## src/rtl/imem_boot_pkg.sv

```systemverilog
// Shared types and default widths for the instruction-memory boot loader.
package imem_boot_pkg;

  localparam int unsigned ISA_WIDTH       = 16;
  localparam int unsigned IMEM_ADDR_WIDTH = 5;
  localparam int unsigned IMEM_DEPTH      = 32;

  typedef enum logic [1:0] {
    IDLE = 2'd0,
    LOAD = 2'd1,
    HOLD = 2'd2,
    RUN  = 2'd3
  } loader_state_e;

endpackage

```

## src/rtl/imem_boot_loader_hold_counter.sv

```systemverilog
// Loadable down-counter for the core reset hold window.
// expire_o pulses for the one enabled cycle in which the count sits at 1.
module boot_hold_counter #(
  parameter int unsigned Width = 3
) (
  input  logic             clk_i,
  input  logic             rst_ni,
  input  logic             load_i,
  input  logic [Width-1:0] load_val_i,
  input  logic             en_i,
  output logic             expire_o
);

  logic [Width-1:0] count_q, count_d;

  // Load takes priority; otherwise count down while enabled and stop at zero.
  always_comb begin
    count_d = count_q;
    if (load_i) begin
      count_d = load_val_i;
    end else if (en_i && (count_q != '0)) begin
      count_d = count_q - Width'(1);
    end
  end

  // Counter state register.
  always_ff @(posedge clk_i or negedge rst_ni) begin
    if (!rst_ni) begin
      count_q <= '0;
    end else begin
      count_q <= count_d;
    end
  end

  assign expire_o = en_i && (count_q == Width'(1));

endmodule

```

## src/rtl/imem_boot_loader.sv

```systemverilog
// Boot sequencer: streams instruction words into the instruction memory over a
// valid/ready handshake, holds the core in reset during the load and a short
// hold window, then releases it.
// Optional build macro LOADER_CHKSUM_EN adds Load_chk_i and a modulo-2**ISA_WIDTH
// sum check of the loaded image before the core is released.
module imem_boot_loader #(
  parameter int unsigned ISA_WIDTH       = imem_boot_pkg::ISA_WIDTH,
  parameter int unsigned IMEM_ADDR_WIDTH = imem_boot_pkg::IMEM_ADDR_WIDTH,
  parameter int unsigned IMEM_DEPTH      = imem_boot_pkg::IMEM_DEPTH,
  parameter int unsigned RST_HOLD_CYCLES = 4
) (
  input  logic                       Clk_i,
  input  logic                       Rst_n_i,
  input  logic                       Load_start_i,
  input  logic [IMEM_ADDR_WIDTH:0]   Load_len_i,
  input  logic [ISA_WIDTH-1:0]       Load_data_i,
`ifdef LOADER_CHKSUM_EN
  input  logic [ISA_WIDTH-1:0]       Load_chk_i,
`endif
  input  logic                       Load_valid_i,
  output logic                       Load_ready_o,
  output logic                       Inst_wen_o,
  output logic [IMEM_ADDR_WIDTH-1:0] Inst_addr_o,
  output logic [ISA_WIDTH-1:0]       Input_inst_o,
  output logic                       Cpu_rst_n_o,
  output logic                       Busy_o,
  output logic                       Done_o,
  output logic                       Err_o
);

  import imem_boot_pkg::*;

  localparam int unsigned HoldW = $clog2(RST_HOLD_CYCLES + 1);
  localparam logic [IMEM_ADDR_WIDTH:0] DepthLen = (IMEM_ADDR_WIDTH + 1)'(IMEM_DEPTH);

  loader_state_e              state_q;
  logic [IMEM_ADDR_WIDTH-1:0] beat_cnt_q;
  logic [IMEM_ADDR_WIDTH:0]   len_q;
  logic                       err_q;
  logic                       cpu_rst_n_q;
  logic                       done_q;

  logic                       wen_q;
  logic [IMEM_ADDR_WIDTH-1:0] addr_q;
  logic [ISA_WIDTH-1:0]       data_q;

  logic                       len_ok;
  logic                       beat;
  logic                       last_beat;
  logic [IMEM_ADDR_WIDTH:0]   len_last;
  logic                       chk_ok;
  logic                       hold_load;
  logic                       hold_expire;

`ifdef LOADER_CHKSUM_EN
  logic [ISA_WIDTH-1:0]       chk_q;
  logic [ISA_WIDTH-1:0]       sum_q;
  logic [ISA_WIDTH-1:0]       sum_d;

  // Running sum including the word on the handshake this cycle.
  assign sum_d  = sum_q + Load_data_i;
  assign chk_ok = (sum_d == chk_q);
`else
  assign chk_ok = 1'b1;
`endif

  assign len_ok    = (Load_len_i != '0) && (Load_len_i <= DepthLen);
  assign beat      = Load_valid_i && Load_ready_o;
  assign len_last  = len_q - (IMEM_ADDR_WIDTH + 1)'(1);
  assign last_beat = ({1'b0, beat_cnt_q} == len_last);
  assign hold_load = beat && last_beat && chk_ok;

  boot_hold_counter #(
    .Width (HoldW)
  ) u_hold_counter (
    .clk_i      (Clk_i),
    .rst_ni     (Rst_n_i),
    .load_i     (hold_load),
    .load_val_i (HoldW'(RST_HOLD_CYCLES)),
    .en_i       (state_q == HOLD),
    .expire_o   (hold_expire)
  );

  // Sequencer FSM with registered core reset, done and error flags.
  always_ff @(posedge Clk_i or negedge Rst_n_i) begin
    if (!Rst_n_i) begin
      state_q     <= IDLE;
      beat_cnt_q  <= '0;
      len_q       <= '0;
      err_q       <= 1'b0;
      cpu_rst_n_q <= 1'b0;
      done_q      <= 1'b0;
`ifdef LOADER_CHKSUM_EN
      chk_q       <= '0;
      sum_q       <= '0;
`endif
    end else begin
      unique case (state_q)
        IDLE, RUN: begin
          if (Load_start_i) begin
            cpu_rst_n_q <= 1'b0;
            done_q      <= 1'b0;
            if (len_ok) begin
              state_q    <= LOAD;
              beat_cnt_q <= '0;
              len_q      <= Load_len_i;
              err_q      <= 1'b0;
`ifdef LOADER_CHKSUM_EN
              chk_q      <= Load_chk_i;
              sum_q      <= '0;
`endif
            end else begin
              state_q <= IDLE;
              err_q   <= 1'b1;
            end
          end
        end
        LOAD: begin
          if (beat) begin
            beat_cnt_q <= beat_cnt_q + IMEM_ADDR_WIDTH'(1);
`ifdef LOADER_CHKSUM_EN
            sum_q      <= sum_d;
`endif
            if (last_beat) begin
              if (chk_ok) begin
                state_q <= HOLD;
              end else begin
                state_q <= IDLE;
                err_q   <= 1'b1;
              end
            end
          end
        end
        HOLD: begin
          if (hold_expire) begin
            state_q     <= RUN;
            cpu_rst_n_q <= 1'b1;
            done_q      <= 1'b1;
          end
        end
        default: state_q <= IDLE;
      endcase
    end
  end

  // Write port register: one-cycle write pulse per beat; address and data hold when idle.
  always_ff @(posedge Clk_i or negedge Rst_n_i) begin
    if (!Rst_n_i) begin
      wen_q  <= 1'b0;
      addr_q <= '0;
      data_q <= '0;
    end else begin
      wen_q <= beat;
      if (beat) begin
        addr_q <= beat_cnt_q;
        data_q <= Load_data_i;
      end
    end
  end

  assign Load_ready_o = (state_q == LOAD);
  assign Busy_o       = (state_q == LOAD) || (state_q == HOLD);
  assign Done_o       = done_q;
  assign Err_o        = err_q;
  assign Cpu_rst_n_o  = cpu_rst_n_q;
  assign Inst_wen_o   = wen_q;
  assign Inst_addr_o  = addr_q;
  assign Input_inst_o = data_q;

endmodule

```

## config.mk

```make
export PLATFORM = sky130hd
export DESIGN_NAME = imem_boot_loader
export DESIGN_NICKNAME = d
export VERILOG_FILES = /design/src/rtl/imem_boot_pkg.sv /design/src/rtl/imem_boot_loader_hold_counter.sv /design/src/rtl/imem_boot_loader.sv
export SDC_FILE = /design/constraint.sdc
export NUM_CORES = 1
export LEC_CHECK = 0
export ABC_AREA = 1
export CAP_MARGIN = 20
export CORE_ASPECT_RATIO = 1.5
export CORE_MARGIN = 2
export CORE_UTILIZATION = 44
export DETAILED_ROUTE_END_ITERATION = 10
export PLACE_DENSITY = 0.76
export SYNTH_ARGS = -nofsm -noshare
export SYNTH_HDL_FRONTEND = slang
export SYNTH_HIERARCHICAL = 1
export SYNTH_SLANG_ARGS = --single-unit
```

## constraint.sdc

```tcl
create_clock -name Clk_i -period 1.6 [get_ports Clk_i]
set_input_delay 0.16 -clock Clk_i [delete_from_list [all_inputs] [get_ports Clk_i]]
set_output_delay 0.16 -clock Clk_i [all_outputs]
set_load 0.02 [all_outputs]
```

==> results summary, run 1 <==
STA classifies the critical path endpoint as a flop. The launching instance or port of the critical path is len_q[1]. The total standard cell area after synthesis came out at 0.00203 mm^2.

Clock latency on the worst-skew pair, taken at its later pin, is 0.29 ns. The clock transition at the register clock pins on the worst setup and hold paths after CTS came out at 0.07 ns. The die height came out at 87.2 um.

The setup skew after layout is 0.00447 ns. The root buffer cell chosen for the clock tree is clkbuf_8. The count of nets left with antenna violations once routing finished came out at 0.

The count of input and output buffers is 52. For this run, the total global-route usage over all layers was measured as 0.184. The worst hold path belongs to the class input pin to asynchronous set/reset pin. The share of the clock period used by the worst path is 1.04. The congestion estimate from routability-driven global placement came to 0.738. After technology mapping, the gate count stands at 260.

Derived from the worst setup path, the maximum achievable clock frequency is 604 MHz. The number of global-route vias before repair is 1,721. Of the synthesized area, sequential elements account for 0.493. Max-cap violations in this run came to 0. Each instance of the synthesized netlist takes up on average 7.81 um^2. In this run the horizontal extent of the chip is 59.5 um.

The total routed wirelength is 4.48 mm. By area the synthesized netlist is led by dfrtp_1 (49%), nand2_1 (21%), ha_1 (4.3%), inv_1 (4.3%), o21ai_0 (4.2%). The pin count of the biggest net entering global routing is 25.

The number of distinct library cells after synthesis is 24. The internal reg-to-reg setup slack is -0.06 ns. The sum of internal, switching and leakage power is 5.63 mW. The worst-case IR drop observed on VDD is 1390 uV.

The cell count of the worst reg-to-reg path is 13. The fraction of post-synthesis cell area in the top cell type by area is 0.493. In the synthesized netlist the async set-or-reset flop fraction comes to 1.00. The layout overhead on the synthesized area is 42.2%.

The via count came out at 1,852. For this design the ratio of total power to cell area is 1950 mW/mm^2. The combined buffer and inverter count along the critical path is 3. The worst register-to-register path ends at state_q[1]. The final critical path time including I/O delays and setup came out at 1.66 ns. Among cell families on the critical path, the largest total delay comes from simple AND/OR/NAND/NOR gates.

For this run, the slowest stage of the critical path takes 0.40 ns. The capturing element of the worst setup path is state_q[1]. The flow ran to the end, but the final reports show violations. The number of logic stages on the critical path including buffering came out at 13. The maximum level of the CTS H-tree came out at 2. Data on the critical path arrives at its endpoint at 1.84 ns.

The initial antenna violation count came out at 0. The count of unresolved DRC violations after routing is 0. Setup repair after global routing could not meet its margin everywhere. The hold violation total from the final report came out at 0. The number of I/O pins came out at 53. The initial standard-cell utilization of the core is 0.454. The repair_antennas step left the layout with diodes totalling 0. The number of synthesis warnings came out at 6. Dividing the detail-routed via count by the number of cells gives 4.87. The sum of overflow across all layers after global routing is 0. The worst-case hold slack is 0.326 ns. The critical-path maximum fanout is 5. The final setup violation count came out at 5. The placeable core region is 0.00447 mm^2.

The number of enable-type register cells in the synthesized netlist came out at 0. The origin of the critical flop-to-flop path is len_q[1]. The most numerous cell type found on the critical path is nand2_1.

After the first detailed-routing iteration, the DRC count stood at 61. The share of layout cells above drive strength 1 came out at 0.157. The worst setup path is of the flop to flop kind. The final reports fail on negative setup slack.

After the last flow step, the layout net total stands at 365. The critical path goes through buf_4 > nor2_4 > nand2_1 > nand2_1 > nand3_1 > nand2_1 > nor2_2 > nand2_2 > buf_4 > nand2_4 > buf_4 > nand3_1 > nand2_1. The maximum buffer depth of the clock tree is 2.

The slowest stage cell on the critical path is dfrtp_1. TritonCTS built the clock tree. The flip-flop and latch count after synthesis is 40. The clock buffer count from CTS came out at 5. The number of core rows is 30. The slack of the critical path came out at -0.0564 ns.

The first-pass GRT wire length is 7.25 mm. The data required time of the critical path came out at 1.78 ns. The number of iterations in the first detailed-routing pass came out at 6. The max-slew violation count is 0. The startpoint kind of the worst setup timing path is a flop.

The estimated wirelength of the detail-placed design came out at 3.26 mm. The dominant cell type by area after synthesis is dfrtp_1. In the final routed layout, each cell accounts on average for 11.8 um. Among all flip-flop cells after synthesis, the most frequent one is dfrtp_1. In this run the static leakage power is 1.45 nW. Clock tree synthesis found a total of 40 sinks. The die area is 0.00518 mm^2.
report_power, final:
part	internal (mW)	total, mW	switching [mW]
Combinational	1.32	2.98	1.67
Sequential	1.41	1.68	0.274
Clock	0.614	0.960	0.346
Total	3.34	5.63	2.29
routing by layer:
metal | vias up | share of wire | track usage
li1 | 945 | - | -
met1 | 843 | 0.38 | 0.191
met2 | 52 | 0.54 | 0.335
met3 | 12 | 0.047 | 0.0371
met4 | 0 | 0.030 | 0.0950
met5 | - | 0 | 0
cell families (layout without fill, tap and decap cells):
kind of cell,count (synthesis),in the layout,synth area share
buf+inv,35,105,0.0697
xor+xnor,5,5,0.0216
fa+ha+maj,7,7,0.0432
flops,40,40,0.493
simple gates,149,150,0.314
other cells,2,3,0.00370
compound gates,22,22,0.0549
sequential cells by signal (all words and copies together), names as in the netlist:
register,flops
Done_o,1
Err_o,1
Input_inst_o,16
Inst_addr_o,5
Inst_wen_o,1
beat_cnt_q,5
len_q,6
state_q,2
u_hold_counter/count_q,3
cells in the mapped netlist (2+ instances only):
master and count:
buf_2 2, nand4_1 2, a21oi_1 2, nor2_2 3, nand3_1 15, nor2_1 9, nand2_2 4, buf_4 2
nand2_1 112, conb_1 2, inv_2 7, inv_1 23, ha_1 7, xor2_1 4, o21ai_0 17, o21ai_1 2
dfrtp_1 40
what timing repair did:
item                       in CTS  in global routing
setup endpoints to repair       5                 11
setup buffers                   1                  5
hold endpoints to repair       15                  0
pin swaps                       3                  5
gates resized for setup         9                  7
gates cloned                    0                  1
hold buffers                    1                  0
metrics by stage:
stage	cell area (um^2)	setup TNS (ns)	setup WS [ns]	utilization	instances
2_1_floorplan	2050	0	0.00233	-	261
3_3_place_gp	2660	-0.122	-0.0475	0.596	365
3_5_place_dp	2660	-0.249	-0.0916	0.596	365
4_1_cts	2820	-0.0465	-0.0201	0.632	374
5_1_grt	2890	-1.21	-0.268	0.646	380
6_report	2890	-0.170	-0.0564	0.646	380
worst min-delay path by stage:
stage	startpoint	endpoint	slack (ns)	cells past startpoint
2_1_floorplan	Rst_n_i	Done_o	-0.14	0
3_3_place_gp	Rst_n_i	Input_inst_o[0]	0.11	1
3_5_place_dp	Rst_n_i	Done_o	0.11	1
4_1_cts	Rst_n_i	Done_o	0.34	2
5_1_grt	Rst_n_i	Done_o	0.37	2
6_report	Rst_n_i	Done_o	0.33	2
cell usage in the layout (no fill, tap or decap):
master | Yosys | final
nor2_1 | 9 | 8
dfrtp_1 | 40 | 40
dlygate4sd2_1 | 0 | 1
nand4_1 | 2 | 2
a21oi_1 | 2 | 2
nand3_2 | 1 | 1
nand4_4 | 1 | 1
ha_2 | 0 | 1
buf_2 | 2 | 1
conb_1 | 2 | 3
nand2_2 | 4 | 7
or2_4 | 1 | 1
nand2_1 | 112 | 109
xnor2_1 | 1 | 1
inv_2 | 7 | 9
xor2_1 | 4 | 4
dlygate4sd3_1 | 0 | 1
clkbuf_2 | 0 | 1
ha_4 | 0 | 1
buf_4 | 2 | 15
inv_1 | 23 | 21
bufinv_16 | 0 | 2
clkdlybuf4s50_1 | 0 | 49
nand2_4 | 1 | 2
o22ai_4 | 0 | 1
o21ai_1 | 2 | 4
nor2_2 | 3 | 2
nand3_1 | 15 | 15
nor2_4 | 0 | 2
clkbuf_8 | 0 | 5
ha_1 | 7 | 5
o21ai_0 | 17 | 15
cell type report:
cell class	instances	area [um^2]
well taps	48	60.1
clock inverters	2	60.1
clock buffers	5	68.8
flip-flops and latches	40	1000
fillers	396	1580
multi-input cells	187	951
repair buffers	68	632
inverters	30	113
worst register-to-register path, delay by kind of cell (launching register included):
| family | cells | cell delay (ns) |
|---|---|---|
| flip-flops | 1 | 0.40 |
| AND/OR/NAND/NOR | 10 | 0.74 |
| buffers and inverters | 3 | 0.41 |
No activity file was read; power rests on OpenSTA's default activity.
==> inputs of run 2 (changes only) <==
--- a/config.mk
+++ b/config.mk
@@ -12,6 +12,7 @@
 export CORE_UTILIZATION = 44
 export DETAILED_ROUTE_END_ITERATION = 10
 export PLACE_DENSITY = 0.76
+export SLEW_MARGIN = 30
 export SYNTH_ARGS = -nofsm -noshare
 export SYNTH_HDL_FRONTEND = slang
 export SYNTH_HIERARCHICAL = 1
==> constraint.sdc (replaced) <==
create_clock -name Clk_i -period 1.4 [get_ports Clk_i]
set_input_delay 0.14 -clock Clk_i [delete_from_list [all_inputs] [get_ports Clk_i]]
set_output_delay 0.14 -clock Clk_i [all_outputs]
set_load 0.02 [all_outputs]
==> run 2 against run 1 <==
  * The run still ends with negative setup slack left
  * Fmax shrank 2.6%
  * Via count increased by 3.5%
  * Global-route usage rose by 1.8 points
  * Critical path depth unchanged
  * Non-clock buffer count grew 11
  * Final cell count grew 2.9%
  * Worst setup slack got worse by 0.24 ns
  * Clock power rose by 16%
  * Critical path type unchanged
  * Power grew 22%
  * Cell area up 6.7%
  * Flip-flop and latch count did not move
  * Clock-buffer cell count stayed put
==> results summary, run 2 (synthesis results as in run 1) <==
The H-tree was split into 2 levels. The largest individual stage delay along the critical path comes from the cell dfrtp_1. For the final routed database, the setup TNS stands at -2.83 ns. The hold violation total from the final report is 0.

The number of antenna diodes in the final layout is 0. The largest incremental delay on the critical path is 0.38 ns. The TritonCTS clock tree is yes. In this run the worst hold path is classified as input pin to asynchronous set/reset pin. The count of input and output buffers is 52.

The via count is 1,917. Entering global routing, the biggest net connects 23 pins. The setup skew after layout came out at 0.00381 ns. The standby leakage power came out at 1.76 nW. The count of unresolved DRC violations after routing came out at 0. STA classifies the critical path endpoint as a flop.

The clock root buffer master is clkbuf_8. The estimated wirelength of the detail-placed design came out at 3.51 mm. The cell count of the worst reg-to-reg path came out at 13.

The cell family contributing the most delay on the critical path is simple AND/OR/NAND/NOR gates. The clock net sink count came out at 40. The sequential cells in the finished layout cover a total of 0.00100 mm^2.

The power per cell area is 2220 mW/mm^2. The run finished, with violations left. The sum of overflow across all layers after global routing came out at 0. In this run the critical register-to-register path is captured at u_hold_counter/count_q[2]. The worst setup path category is flop to flop. The routed via count divided by cell count is 4.90. The checks that failed: negative setup slack. The number of I/O pins is 53. The data required time of the critical path came out at 1.63 ns. By instance count, the cell type seen most on the critical path is nand2_1. The die area came out at 0.00518 mm^2. The worst setup path is launched from a flop. The clock latency at the later pin of the worst-skew pair is 0.29 ns.

The die boundary width came out at 59.5 um. Setup repair after global routing could not meet its margin everywhere. The library cell used most frequently in the layout, excluding fill and tap cells, is nand2_1.

The final critical path time including I/O delays and setup is 1.70 ns. The internal reg-to-reg setup slack came out at -0.30 ns. The max-slew violation count came to 0. The flip-flop count of the largest register after layout is 16. The placeable core region came out at 0.00447 mm^2. The peak supply drop came out at 1810 uV.

After the first detailed-routing iteration, the DRC count stood at 62. The congestion estimate from routability-driven global placement came to 0.810. The worst register-to-register path begins at len_q[1].

The combined buffer and inverter count along the critical path came out at 2. The remaining antenna violation count after routing is 0. The share of the clock period used by the worst path came out at 1.22.

Setup violations remaining at the end of the flow were counted as 25. From bottom edge to top edge, the die measures 87.2 um. The clock buffer count from CTS came out at 5. The final net count is 376. The average routed wire per standard cell came out at 12.4 um. The longest clock path from root to sink contains 2 buffers. In the final layout, the multi-input gates occupy 0.00101 mm^2. The critical-path maximum fanout came out at 6.

Setup slack on the critical path of the routed design comes to -0.301 ns. Counting the fill cells in the layout gives 356. The number of global-route vias before repair was 1,934. The highest clock rate came out at 588 MHz. Clock-pin slew was measured on the worst setup and hold paths at 0.08 ns.

For this configuration, the core starts out at a cell density of 0.454. The data arrival at the endpoint of the critical path came out at 1.93 ns. The number of logic stages on the critical path including buffering is 13. The max-cap violation count is 0.

The initial antenna violation count is 0. The number of iterations in the first detailed-routing pass came out at 4. The first-pass GRT wire length came out at 7.96 mm.

From synthesis to final layout, the design area changed by 51.7%. Row generation in the floorplan step produced 30 rows. The library cells used most frequently in the layout, excluding fill and tap cells, are nand2_1 (104), dfrtp_1 (39), clkdlybuf4s50_1 (25). The share of layout cells above drive strength 1 is 0.227. The critical path goes through inv_2 > ha_4 > xor2_1 > nand2_1 > inv_2 > nand2_2 > nor2_2 > nand2_2 > nor2_4 > nand2_1 > o21ai_1 > nand2_1 > nand2_1. The total routed wirelength came out at 4.83 mm. The worst-case hold slack is 0.351 ns. Across every metal layer, demand over resource in global routing totals 0.202.
[run 2: worst max path at each step]
stage,startpoint,to,slack (ns)
6_report,len_q[1],u_hold_counter/count_q[2],-0.30
5_1_grt,len_q[1],u_hold_counter/count_q[2],-0.43
4_1_cts,len_q[1],u_hold_counter/count_q[2],-0.28
3_5_place_dp,len_q[1],u_hold_counter/count_q[2],-0.34
3_3_place_gp,len_q[1],u_hold_counter/count_q[0],-0.21
2_1_floorplan,len_q[0],u_hold_counter/count_q[2],-0.18
[run 2: timing repair]
| action | 4_1_cts | 5_1_grt |
|---|---|---|
| hold buffers | 1 | 0 |
| buffers inserted | 1 | 2 |
| pin swaps | 9 | 3 |
| gates resized for setup | 22 | 39 |
| setup endpoints to repair | 20 | 53 |
| hold endpoints to repair | 20 | 0 |
| cloned | 1 | 0 |
[run 2: layout make-up]
cell class	count	area share
Multi-Input combinational cell	187	0.328
Sequential cell	40	0.325
Timing Repair Buffer	79	0.248
Inverter	30	0.0378
Clock buffer	5	0.0223
Clock inverter	2	0.0195
Tap cell	48	0.0195
[run 2: worst reg2reg max path, cell delays in order, from the launching register on]
cell and delay [ns]:
dfrtp_1 0.38, inv_2 0.06, ha_4 0.26, xor2_1 0.14
nand2_1 0.08, inv_2 0.05, nand2_2 0.05, nor2_2 0.09
nand2_2 0.08, nor2_4 0.15, nand2_1 0.06, o21ai_1 0.09
nand2_1 0.08, nand2_1 0.06
[run 2: where the power goes]
group          switching, mW  internal, mW
Clock                  0.404         0.702
Combinational           2.10          1.72
Sequential             0.296          1.61
[run 2: per-layer routing]
layer	GRT usage	up-vias	part of all wire
met5	0	-	0
met4	0.107	0	0.021
met3	0.0282	11	0.038
met2	0.379	45	0.55
met1	0.205	897	0.39
li1	-	964	-
[run 2: per-stage QoR]
step                cell area [um^2]   util  setup slack [ns]  cells  power, mW
floorplan                       2100      -            -0.175    261       4.03
CTS                             2970  0.666            -0.280    389       6.67
detailed placement              2820  0.632            -0.340    379       5.53
global placement                2820  0.632            -0.210    379       5.41
global route                    3080  0.689            -0.431    391       7.33
finish                          3080  0.689            -0.301    391       6.84
